==> src/rtl/spi_read_logger.sv <==
// SPI flash read-command logger: decodes READ/FAST_READ transactions, emits the
// address bytes as ASCII hex to a log FIFO and tracks the emulated read address.
module spi_read_logger #(
   parameter int unsigned FAST_READ_EN   = 1,
   parameter int unsigned CS_SYNC_STAGES = 3
) (
   input  logic        mclk,
   input  logic        reset,
   input  logic        spi_cs,
   input  logic        spi_rx_strobe,
   input  logic [7:0]  spi_rx_data,
   output logic [15:0] log_data,
   output logic        log_strobe,
   output logic [23:0] read_addr,
   output logic        read_active,
   output logic [15:0] data_bytes
);

   localparam int unsigned SYNC_N = (CS_SYNC_STAGES < 2) ? 2 : CS_SYNC_STAGES;

   typedef enum logic [2:0] {IDLE, CMD, ADDR, DUMMY, DATA, IGNORE} state_t;

   function automatic logic [7:0] hex(input logic [3:0] n);
      return (n < 4'd10) ? 8'h30 + {4'h0, n} : 8'h37 + {4'h0, n};
   endfunction

   state_t      state, state_n;
   logic [SYNC_N-1:0] cs_sync, sync_vld;
   logic        cs_s, cs_p, live, cs_fall, cs_rise, in_read;
   logic        fast, fast_n;
   logic [1:0]  addr_cnt, addr_cnt_n;
   logic        crlf_pend, crlf_pend_n;
   logic [23:0] read_addr_n;
   logic [15:0] data_bytes_n, log_data_n;
   logic        log_strobe_n;

   // sync_vld keeps reset-preset synchroniser ones from posing as a real
   // "CS high" sample, so CS held low across reset release is not an edge.
   always_ff @(posedge mclk or negedge reset) begin
      if (!reset) begin
         cs_sync  <= '1;
         sync_vld <= '0;
      end else begin
         cs_sync  <= {cs_sync[SYNC_N-2:0], spi_cs};
         sync_vld <= {sync_vld[SYNC_N-2:0], 1'b1};
      end
   end

   assign cs_s    = cs_sync[SYNC_N-1];
   assign cs_p    = cs_sync[SYNC_N-2];
   assign live    = sync_vld[SYNC_N-1];
   assign cs_fall = live & ~cs_p & cs_s;
   assign cs_rise = live & cs_p & ~cs_s;
   assign in_read = (state == ADDR) || (state == DUMMY) || (state == DATA);

   always_comb begin
      state_n      = state;
      fast_n       = fast;
      addr_cnt_n   = addr_cnt;
      crlf_pend_n  = crlf_pend;
      read_addr_n  = read_addr;
      data_bytes_n = data_bytes;
      log_data_n   = log_data;
      log_strobe_n = 1'b0;

      // A newline that would have followed a log pulse directly is held one cycle.
      if (crlf_pend && !log_strobe) begin
         crlf_pend_n  = 1'b0;
         log_strobe_n = 1'b1;
         log_data_n   = 16'h0D0A;
      end

      if (cs_rise) begin
         state_n = IDLE;
         if (in_read) begin
            if (log_strobe) begin
               crlf_pend_n = 1'b1;
            end else begin
               log_strobe_n = 1'b1;
               log_data_n   = 16'h0D0A;
            end
         end
      end else if (cs_fall) begin
         state_n = CMD;
      end else if (spi_rx_strobe) begin
         unique case (state)
            CMD: begin
               if (spi_rx_data == 8'h03 ||
                   (spi_rx_data == 8'h0B && FAST_READ_EN != 0)) begin
                  state_n      = ADDR;
                  fast_n       = (spi_rx_data == 8'h0B);
                  addr_cnt_n   = '0;
                  data_bytes_n = '0;
               end else begin
                  state_n = IGNORE;
               end
            end
            ADDR: begin
               read_addr_n  = {read_addr[15:0], spi_rx_data};
               log_strobe_n = 1'b1;
               log_data_n   = {hex(spi_rx_data[7:4]), hex(spi_rx_data[3:0])};
               addr_cnt_n   = addr_cnt + 2'd1;
               if (addr_cnt == 2'd2) state_n = fast ? DUMMY : DATA;
            end
            DUMMY: state_n = DATA;
            DATA: begin
               read_addr_n = read_addr + 24'd1;
               if (data_bytes != 16'hFFFF) data_bytes_n = data_bytes + 16'd1;
            end
            default: ;
         endcase
      end
   end

   always_ff @(posedge mclk or negedge reset) begin
      if (!reset) begin
         state       <= IDLE;
         fast        <= 1'b0;
         addr_cnt    <= '0;
         crlf_pend   <= 1'b0;
         read_addr   <= '0;
         data_bytes  <= '0;
         log_data    <= '0;
         log_strobe  <= 1'b0;
         read_active <= 1'b0;
      end else begin
         state       <= state_n;
         fast        <= fast_n;
         addr_cnt    <= addr_cnt_n;
         crlf_pend   <= crlf_pend_n;
         read_addr   <= read_addr_n;
         data_bytes  <= data_bytes_n;
         log_data    <= log_data_n;
         log_strobe  <= log_strobe_n;
         read_active <= (state_n == ADDR) || (state_n == DUMMY) || (state_n == DATA);
      end
   end

endmodule

==> config.mk <==
export PLATFORM = sky130hd
export DESIGN_NAME = spi_read_logger
export DESIGN_NICKNAME = d
export VERILOG_FILES = /design/src/rtl/spi_read_logger.sv
export SDC_FILE = /design/constraint.sdc
export NUM_CORES = 1
export LEC_CHECK = 0
export ABC_AREA = 1
export CAP_MARGIN = 25
export CORE_ASPECT_RATIO = 1.1
export CORE_UTILIZATION = 45
export CTS_CLUSTER_SIZE = 16
export DETAILED_ROUTE_END_ITERATION = 8
export PLACE_DENSITY = 0.69
export SLEW_MARGIN = 25
export SYNTH_ARGS = -nofsm -noshare
export SYNTH_HDL_FRONTEND = slang
export SYNTH_SLANG_ARGS = --single-unit
==> constraint.sdc <==
create_clock -name mclk -period 1.88 [get_ports mclk]
set_input_delay 0.376 -clock mclk [delete_from_list [all_inputs] [get_ports mclk]]
set_output_delay 0.376 -clock mclk [all_outputs]
set_load 0.02 [all_outputs]
==> impl_metrics.csv <==
group,metric,value,unit
sta,skew,0.0101,ns
place,port_buffers,69,
power_and_ir_drop,total_power,0.00785,W
synth,synth-main-ff-cell,"dfrtp_1",
sta,maxSlewHeadroom,58.6,%
sta,worst_pin_slew,0.619,ns
setup_path,end_kind,"output port",
final_layout,stdcell_area,0.00568,mm2
routing,drc,0,
cts,cts_setup_buffers,0,
global_route,antenna_found_initial,0,
setup_path,max_stage_delay,0.64,ns
cts,cts_buffer_depth,2,
synth,synth_most_common_cell,"nand2_1",
floorplanning,core,0.00940,mm2
cts,cts-root-buf,"clkbuf_8",
floorplanning,start_util,46.6,%
global_route,grt_pass1_wl,18.9,mm
global_route,grt_pass1_vias,4098,
global_route,track_usage,24.1,%
routing,firstDrtPassIters,6,
final_layout,multi_input_area,0.00228,mm2
place,place_inst,819,
final_layout,nFillCells,877,
sta,timing.final.crit_share,98.1,%
setup_path,crit_required,1.50,ns
flow_run,drv_cap,0,
worst_hold_path,hp-class,"in2async",
setup_path,crit_slowest_cell,"clkdlybuf4s50_1",
routing,wl_per_cell,13.8,um
synth,synth-async-reset-ratio,100,%
setup_path,crit_type,"reg2out",
cts,cts_tree,"yes",
sta,finalSetupTns,0,ns
routing,ant_nets,0,
cts,htreeDepth,3,
final_layout,antenna_cells,0,
synth,synth_seq_cells,71,
power_and_ir_drop,peakVddDrop,0.650,mV
cts,numCtsBuffers,9,
sta,fmax,542,MHz
synth,avgSynthCellArea,7.10,um2
place,hpwl,8.28,mm
synth,synth.distinct_cells,37,
sta,setup_viol,0,
power_and_ir_drop,power_density,1380,mW/mm2
floorplanning,num_io_pins,70,
place,post_dp_cell_area,0.00537,mm2
run_status,status,"complete, no violations",
setup_path,arrival,1.47,ns
sta,finalHoldViolations,0,
routing,drt_iter0_drc,217,
setup_path,crit_family,"buffers and inverters",
synth,netlist_top_cells_count,"nand2_1, nor2_1, dfrtp_1, inv_1, o21ai_0",
setup_path,worstPathCellList,"clkdlybuf4s50_1",
final_layout,layout-drive-gt1-share,10.9,%
floorplanning,die_y,105,um
sta,whs,0.0261,ns
place,gp_congestion,0.940,
final_layout,instances_no_fill,835,
sta,fin_crit,1.84,ns
synth,synth_top_area_share,38.9,%
sta,final_max_slew_viol_count,0,
synth,ys.warnings.count,0,
synth,synth_area,0.00438,mm2
synth,synth_fp_nets,636,
routing,vias,4359,
power_and_ir_drop,leakage,2.78,nW
cts,clkSlewWorstSetupHoldPaths,0.08,ns
synth,ys_seq_area_share,40.7,%
setup_path,worst_setup_path_start_kind,"flip-flop",
global_route,gr-total-overflow,0,
final_layout,layout.nets,732,
synth,synth_edf_count,0,
cts,insertion_delay,0.37,ns
floorplanning,rows,37,
floorplanning,die_w,96.0,um
floorplanning,fp.dieArea,0.0101,mm2
synth,synthCells,617,
routing,drt-total-wl,11.5,mm
final_layout,area_delta_synth_final,29.7,%
synth,yosysTopAreaCell,"dfrtp_1",
final_layout,seqCellArea,0.00178,mm2
cts,cts_hold_buf,0,
setup_path,worst-path-max-fanout,5,
routing,vias_per_cell,5.22,
synth,synth_area_leaders,"dfrtp_1, nand2_1, nor2_1, inv_1, o21ai_0",
setup_path,critPathBufInv,1,
cts,clock_sinks,71,
global_route,grt_max_degree,72,
==> layout by cell type, fill, tap and decap left out, drive strengths merged, types with 4 or more instances in the layout <==
master,instances
ha,7
dfrtp,68
clkdlybuf4s50,53
nor3,4
nand2,208
nand3b,8
nor2,82
o21ai,45
dlymetal6s2s,13
nand3,39
xor2,12
inv,64
clkbuf,12
nand4,8
buf,31
o22ai,8
a21oi,30
==> cell families after synthesis <==
family          Yosys count  synth area share (%)
simple gates            351                  34.0
xor+xnor                 15                  3.00
other cells               1                0.0857
compound gates           95                  12.9
flops                    71                  40.7
buf+inv                  77                  7.43
fa+ha+maj                 7                  2.00
==> timing repair <==
item	4_1_cts	5_1_grt
gates resized for setup	2	16
gates cloned	0	0
pin swaps	0	0
endpoints found under the setup margin	2	34
==> layout make-up <==
cell class              count  area share (%)
clock buffers              12            2.91
clock inverters             4            1.74
inverters                  63            4.16
multi-input cells         469            40.2
flip-flops and latches     71            31.4
well taps                 117            2.58
repair buffers             99            17.0
==> worst reg2reg max path, cell delays in order (launching register included) <==
cell and delay, ns:
dfrtp_1 0.44, nor2_2 0.19, nand2_4 0.11, nand2_1 0.11, nand2_1 0.08, nand2_1 0.18
nand2_2 0.15, nand3_4 0.14, inv_2 0.07, nand2_1 0.06, nand2_1 0.06
==> registers in the layout (all words and copies together), names as in the netlist <==
name,cells
state,3
read_addr,24
log_data,16
crlf_pend,1
read_active,1
sync_vld,3
fast,1
log_strobe,1
data_bytes,16
cs_sync,3
addr_cnt,2
==> final timing paths <==
path / start / endpoint / slack (ns) / cells after the start
worst min register to register: sync_vld[0] / sync_vld[1] / 0.35 / 0
worst max register to register: state[1] / log_data[12] / 0.18 / 10
min in group mclk: sync_vld[0] / sync_vld[1] / 0.35 / 0
max in group asynchronous: reset / cs_sync[0] / 1.50 / 2
worst min-delay path: reset / log_data[7] / 0.03 / 2
worst max-delay path: read_addr[4] / read_addr[4] / 0.04 / 1
==> routing by layer <==
metal	wire length [um]	part of all wire (%)	track usage [%]	vias to the layer above
li1	-	-	-	2174
met3	597	5.2	4.11	20
met5	0	0	0	-
met4	230	2.0	10.7	0
met1	4970	43	31.5	2039
met2	5710	50	38.7	126
==> power by group <==
group / leakage [nW] / switching [W] / internal, W / total, W
logic: 1.75 / 0.00221 / 0.00149 / 0.00370
registers: 0.893 / 0.000550 / 0.00199 / 0.00254
clock network: 0.133 / 0.000624 / 0.000995 / 0.00162
total: 2.78 / 0.00338 / 0.00447 / 0.00785
==> through the flow <==
stage               worst slack (ns)  utilization, %
detailed placement            -0.110            57.2
finish                        0.0360            60.4
floorplan                      0.189               -
CTS                          0.00317            59.9
global placement             -0.0656            57.2
global route                -0.00828            60.4
No activity file was read; power rests on OpenSTA's default activity.
